`src/rtl/vliw_issue_scoreboard.sv`:
```
// vliw_issue_scoreboard
// ---------------------
// Issue/interlock stage between fetch and the decode/execute datapath of the
// VLIW FP processor. One bundle of NCH sub-instructions is accepted per cycle.
// A per-register latency scoreboard freezes fetch on RAW/WAW hazards that
// exe-stage forwarding cannot cover. Same-bundle destination collisions are
// resolved with channel 0 at highest priority. BR_SLOTS bundles are discarded
// after a taken branch (flush).
//
// Ports:
//   clock        rising-edge clock
//   nReset       asynchronous active-low reset
//   in_valid     fetch presents a bundle
//   in_pc        bundle PC
//   src_a/src_b  per-channel source registers, channel c at [c*RN_W +: RN_W]
//   src_en       per channel: bit 2c = src_a used, bit 2c+1 = src_b used
//   dst          per-channel destination register
//   dst_lat      per-channel result latency, 0 = no register write
//   flush        taken branch resolved in the currently issued bundle
//   freeze       combinational; fetch holds the current bundle
//   issue_valid  registered; issue_* carry a live bundle
//   issue_en     registered per-channel enable after collision resolution
//   issue_pc     registered PC of the issued bundle (holds when nothing issues)
//   busy         bit r = scoreboard counter of register r is nonzero
module vliw_issue_scoreboard #(
   parameter int NCH      = 2,
   parameter int NREG     = 16,
   parameter int RN_W     = 4,
   parameter int LAT_W    = 3,
   parameter int PC_W     = 20,
   parameter int BR_SLOTS = 1
) (
   input  logic                  clock,
   input  logic                  nReset,
   input  logic                  in_valid,
   input  logic [PC_W-1:0]       in_pc,
   input  logic [NCH*RN_W-1:0]   src_a,
   input  logic [NCH*RN_W-1:0]   src_b,
   input  logic [NCH*2-1:0]      src_en,
   input  logic [NCH*RN_W-1:0]   dst,
   input  logic [NCH*LAT_W-1:0]  dst_lat,
   input  logic                  flush,
   output logic                  freeze,
   output logic                  issue_valid,
   output logic [NCH-1:0]        issue_en,
   output logic [PC_W-1:0]       issue_pc,
   output logic [NREG-1:0]       busy
);

   localparam int DC_W = $clog2(BR_SLOTS + 1);
   localparam logic [LAT_W-1:0] LAT_ONE = LAT_W'(1);

   // Per-channel views of the flattened bundle fields
   logic [NCH-1:0][RN_W-1:0]  ch_src_a;
   logic [NCH-1:0][RN_W-1:0]  ch_src_b;
   logic [NCH-1:0][RN_W-1:0]  ch_dst;
   logic [NCH-1:0][LAT_W-1:0] ch_lat;
   logic [NCH-1:0]            ch_rd_a;
   logic [NCH-1:0]            ch_rd_b;
   logic [NCH-1:0]            ch_wr;

   genvar gi;
   generate
      for (gi = 0; gi < NCH; gi++) begin : g_chan
         assign ch_src_a[gi] = src_a[gi*RN_W +: RN_W];
         assign ch_src_b[gi] = src_b[gi*RN_W +: RN_W];
         assign ch_dst[gi]   = dst[gi*RN_W +: RN_W];
         assign ch_lat[gi]   = dst_lat[gi*LAT_W +: LAT_W];
         assign ch_rd_a[gi]  = src_en[2*gi];
         assign ch_rd_b[gi]  = src_en[2*gi+1];
         assign ch_wr[gi]    = (dst_lat[gi*LAT_W +: LAT_W] != '0);
      end
   endgenerate

   // State
   logic [NREG-1:0][LAT_W-1:0] cnt_reg;
   logic [NREG-1:0][LAT_W-1:0] cnt_next;
   logic [DC_W-1:0]            discard_cnt_reg;
   logic                       issue_valid_reg;
   logic [NCH-1:0]             issue_en_reg;
   logic [PC_W-1:0]            issue_pc_reg;

   logic [NCH-1:0] survive;
   logic           hazard;
   logic           discard_zero;
   logic           issue;

   // A writing channel is dropped when any lower-numbered writing channel
   // targets the same register; non-writing channels always survive.
   always_comb begin
      survive = '1;
      for (int c = 1; c < NCH; c++) begin
         for (int j = 0; j < c; j++) begin
            if (ch_wr[j] && ch_wr[c] && (ch_dst[j] == ch_dst[c])) begin
               survive[c] = 1'b0;
            end
         end
      end
   end

   // cnt == 1 is covered by forwarding; anything above is a hazard. WAW
   // compares against the writer's own latency so writebacks stay in order.
   always_comb begin
      hazard = 1'b0;
      for (int c = 0; c < NCH; c++) begin
         if (survive[c]) begin
            if (ch_rd_a[c] && (cnt_reg[ch_src_a[c]] > LAT_ONE)) hazard = 1'b1;
            if (ch_rd_b[c] && (cnt_reg[ch_src_b[c]] > LAT_ONE)) hazard = 1'b1;
            if (ch_wr[c] && (cnt_reg[ch_dst[c]] > ch_lat[c]))   hazard = 1'b1;
         end
      end
   end

   assign discard_zero = (discard_cnt_reg == '0);
   // Flush and pending discards both suppress the freeze: the bundle is
   // dropped anyway, so holding fetch would only waste a cycle.
   assign freeze = in_valid & discard_zero & ~flush & hazard;
   assign issue  = in_valid & discard_zero & ~flush & ~hazard;

   // Decrement every live counter; an issuing load overrides the decrement.
   // Surviving writers have distinct destinations, so loads never clash.
   always_comb begin
      for (int r = 0; r < NREG; r++) begin
         cnt_next[r] = (cnt_reg[r] != '0) ? (cnt_reg[r] - LAT_ONE) : '0;
      end
      if (issue) begin
         for (int c = 0; c < NCH; c++) begin
            if (survive[c] && ch_wr[c]) begin
               cnt_next[ch_dst[c]] = ch_lat[c];
            end
         end
      end
   end

   always_ff @(posedge clock or negedge nReset) begin
      if (!nReset) begin
         cnt_reg <= '0;
      end else begin
         cnt_reg <= cnt_next;
      end
   end

   // Reset value 1 drops the first bundle fetched after reset.
   always_ff @(posedge clock or negedge nReset) begin
      if (!nReset) begin
         discard_cnt_reg <= DC_W'(1);
      end else if (flush) begin
         discard_cnt_reg <= DC_W'(BR_SLOTS);
      end else if (in_valid && !discard_zero) begin
         discard_cnt_reg <= discard_cnt_reg - DC_W'(1);
      end
   end

   always_ff @(posedge clock or negedge nReset) begin
      if (!nReset) begin
         issue_valid_reg <= 1'b0;
         issue_en_reg    <= '0;
         issue_pc_reg    <= '0;
      end else begin
         issue_valid_reg <= issue;
         issue_en_reg    <= issue ? survive : '0;
         if (issue) begin
            issue_pc_reg <= in_pc;
         end
      end
   end

   generate
      for (gi = 0; gi < NREG; gi++) begin : g_busy
         assign busy[gi] = (cnt_reg[gi] != '0);
      end
   endgenerate

   assign issue_valid = issue_valid_reg;
   assign issue_en    = issue_en_reg;
   assign issue_pc    = issue_pc_reg;

endmodule

```
`config.mk`:
```
export PLATFORM = sky130hd
export DESIGN_NAME = vliw_issue_scoreboard
export DESIGN_NICKNAME = d
export VERILOG_FILES = /design/src/rtl/vliw_issue_scoreboard.sv
export SDC_FILE = /design/constraint.sdc
export NUM_CORES = 1
export LEC_CHECK = 0
export CAP_MARGIN = 30
export CORE_MARGIN = 5
export CORE_UTILIZATION = 45
export DETAILED_ROUTE_END_ITERATION = 8
export PLACE_DENSITY = 0.69
export SYNTH_ARGS = -nofsm -noshare
export SYNTH_HDL_FRONTEND = slang
export SYNTH_SLANG_ARGS = --single-unit
```
`constraint.sdc`:
```
create_clock -name clock -period 6.9 [get_ports clock]
set_input_delay 1.38 -clock clock [delete_from_list [all_inputs] [get_ports clock]]
set_output_delay 1.38 -clock clock [all_outputs]
set_load 0.01 [all_outputs]
```
==> results.sh <==
export IMPL_holdPathStages=1
export IMPL_dieWidth_um=128
export IMPL_cts_root_buffer="clkbuf_16"
export IMPL_synth_cells=666
export IMPL_drt_wl_total_mm=21.8
export IMPL_synth_distinct_cells=57
export IMPL_synth_main_ff_cell="dfrtp_1"
export IMPL_clock_sinks=71
export IMPL_yosysTopAreaCell="dfrtp_1"
export IMPL_async_flop_share_pct=100
export IMPL_synth_nets=762
export IMPL_antenna_found_initial=0
export IMPL_grt_overflow=0
export IMPL_drv_slew=0
export IMPL_dr_pass1_iters=6
export IMPL_finalSetupTns_ns=0
export IMPL_grt_pass1_vias=6085
export IMPL_ys_seq_area_share_pct=28.2
export IMPL_power_switching_w=0.000593
export IMPL_fmax_ghz=0.160
export IMPL_layout_commonest_cell="clkdlybuf4s50_1"
export IMPL_cts_hold_buf=0
export IMPL_start_util_pct=45.6
export IMPL_startpoint_type="primary input"
export IMPL_worst_slack_ns=0.646
export IMPL_rsz0062_at_grt="no"
export IMPL_finalCriticalPeriod_ns=6.25
export IMPL_cp_max_fo=9
export IMPL_wl_per_cell_um=23.4
export IMPL_syn_cell_area_um2=6300
export IMPL_p_leak_nw=3.37
export IMPL_cts_inserted_buffers=9
export IMPL_intPower_w=0.00115
export IMPL_arrival_ns=4.87
export IMPL_ff2ff_path_depth=12
export IMPL_power_density_nw_per_um2=226
export IMPL_clockBufferDepth=2
export IMPL_hold_path_class="flip-flop to flip-flop"
export IMPL_final_hold_viol_count=0
export IMPL_cts_setup_buffers=0
export IMPL_whs_ns=0.518
export IMPL_utilization_pct=56.0
export IMPL_cts_tree="yes"
export IMPL_seqPwrFrac_pct=33.4
export IMPL_worstSetupPathType="primary input to primary output"
export IMPL_coreArea_um2=13800
export IMPL_drt_iter0_markers=646
export IMPL_finalClockSkew_ns=0.00834
export IMPL_largest_register_ffs=48
export IMPL_cts_resized=0
export IMPL_die_y_um=128
export IMPL_cts_htree_levels=3
export IMPL_pwr_share_comb_pct=39.2
export IMPL_max_cap_viol_count=0
export IMPL_ys_warn_count=0
export IMPL_vias=5970
export IMPL_viasPerCell=6.41
export IMPL_ys_ff_latch=71
export IMPL_power_frac_clock_pct=27.4
export IMPL_max_vdd_ir_drop_v=0.000174
export IMPL_synth_edf_count=0
export IMPL_critPathCaptureType="primary output"
export IMPL_routabilityCongestion=1.01
export IMPL_clkSlewWorstSetupHoldPaths_ns=0.06
export IMPL_maxSlewHeadroom_pct=44.2
export IMPL_crit_required_ns=5.52
export IMPL_worst_skew_pair_late_latency_ns=0.34
export IMPL_pre_cts_slack_ns=0.648
export IMPL_hpwl_mm=15.4
export IMPL_switching_share_pct=34.0
export IMPL_area_delta_synth_final_pct=22.8
export IMPL_period_share_pct=90.6
export IMPL_io_buffers=97
export IMPL_fillers=1219
export IMPL_grt_max_degree=72
export IMPL_drc=0
export IMPL_worstMarginPinSlew_ns=0.834
export IMPL_grt_pass1_wl_mm=33.7
export IMPL_antenna_left=0
export IMPL_outcome="complete, no violations"
export IMPL_finalSetupViolCount=0
export IMPL_antenna_cells=0
export IMPL_synth_area_leaders="dfrtp_1 28%, mux4_2 14%, a21oi_1 7.5%"
export IMPL_grt_usage_pct=26.7
export IMPL_rows=43
export IMPL_design_die_area_um2=16500
export IMPL_layout_common_cells="96 x clkdlybuf4s50_1, 95 x a21oi_1, 70 x dfrtp_1"
export IMPL_final_net_count=842
export IMPL_drive_gt1_share_pct=18.0
export IMPL_synth_top_area_share_pct=27.8
export IMPL_avgSynthCellArea_um2=9.46
export IMPL_io_pins=98
[power by group through the flow]
stage	clock network, W	registers [W]	logic, W
after floorplan	0	0.000575	0.000373
after global placement	0	0.000586	0.000665
after detailed placement	0	0.000586	0.000678
after CTS	0.000487	0.000583	0.000683
after global routing	0.000500	0.000594	0.000744
final	0.000478	0.000584	0.000684
[per-layer routing]
| layer | track usage, % | vias to the layer above | part of all wire, % |
|---|---|---|---|
| met1 | 34.1 | 2841 | 39 |
| li1 | - | 2625 | - |
| met3 | 7.60 | 84 | 11 |
| met4 | 14.0 | 0 | 4.9 |
| met5 | 0 | - | 0 |
| met2 | 41.2 | 420 | 45 |
[critical path, stage by stage]
cell and delay [ns]:
clkdlybuf4s50_1 0.87, mux4_2 0.58, mux4_2 0.48, ha_1 0.30, nor2b_1 0.13, o21ai_0 0.15, nand2b_1 0.08, a32o_1 0.24
nor2_1 0.10, a21oi_1 0.08, clkdlybuf4s50_1 0.49
[final cells by class]
type                    instances  area [um^2]  share of cell area, %
clock buffers                   9          225                   2.91
clock inverters                 7         77.6                   1.00
inverters                      62          233                   3.01
multi-input cells             488         4070                   52.6
flip-flops and latches         71         1780                   23.0
well taps                     180          225                   2.91
repair buffers                114         1130                   14.6
[per-stage QoR]
stage,cell area [um^2],instances,power (W)
after floorplan,6300,666,0.000948
after global placement,7410,914,0.00125
after detailed placement,7410,914,0.00126
after CTS,7710,930,0.00175
after global routing,7740,931,0.00184
final,7740,931,0.00175
[cell families after synthesis]
| kind of cell | synth area share, % |
|---|---|
| AND/OR/NAND/NOR | 15.1 |
| AO/OA/AOI/OAI | 21.5 |
| adder cells (fa/ha/maj) | 7.54 |
| XOR/XNOR | 0.794 |
| multiplexers | 19.3 |
| flip-flops | 28.2 |
| buffers and inverters | 7.46 |
[worst paths after layout]
| check | endpoint | start | slack (ns) |
|---|---|---|---|
| min in group asynchronous | cnt_reg[44] | nReset | 0.91 |
| max | freeze | dst[0] | 0.65 |
| min reg2reg | issue_pc[3] | issue_pc[3] | 0.52 |
| max reg2reg | issue_pc[0] | cnt_reg[28] | 2.82 |
| max in group asynchronous | discard_cnt_reg | nReset | 5.45 |
| min | issue_pc[3] | issue_pc[3] | 0.52 |
[Yosys cell counts, types with 16 or more instances]
cell,n
a21o_1,19
a21oi_1,95
clkbuf_1,16
mux4_2,40
nand2_1,18
ha_1,38
dfrtp_1,70
mux2_4,19
nor2_1,41
or2_2,21
inv_1,62
o22ai_1,50
nor4_1,17
Note: power is estimated with default switching activity, not from simulation.
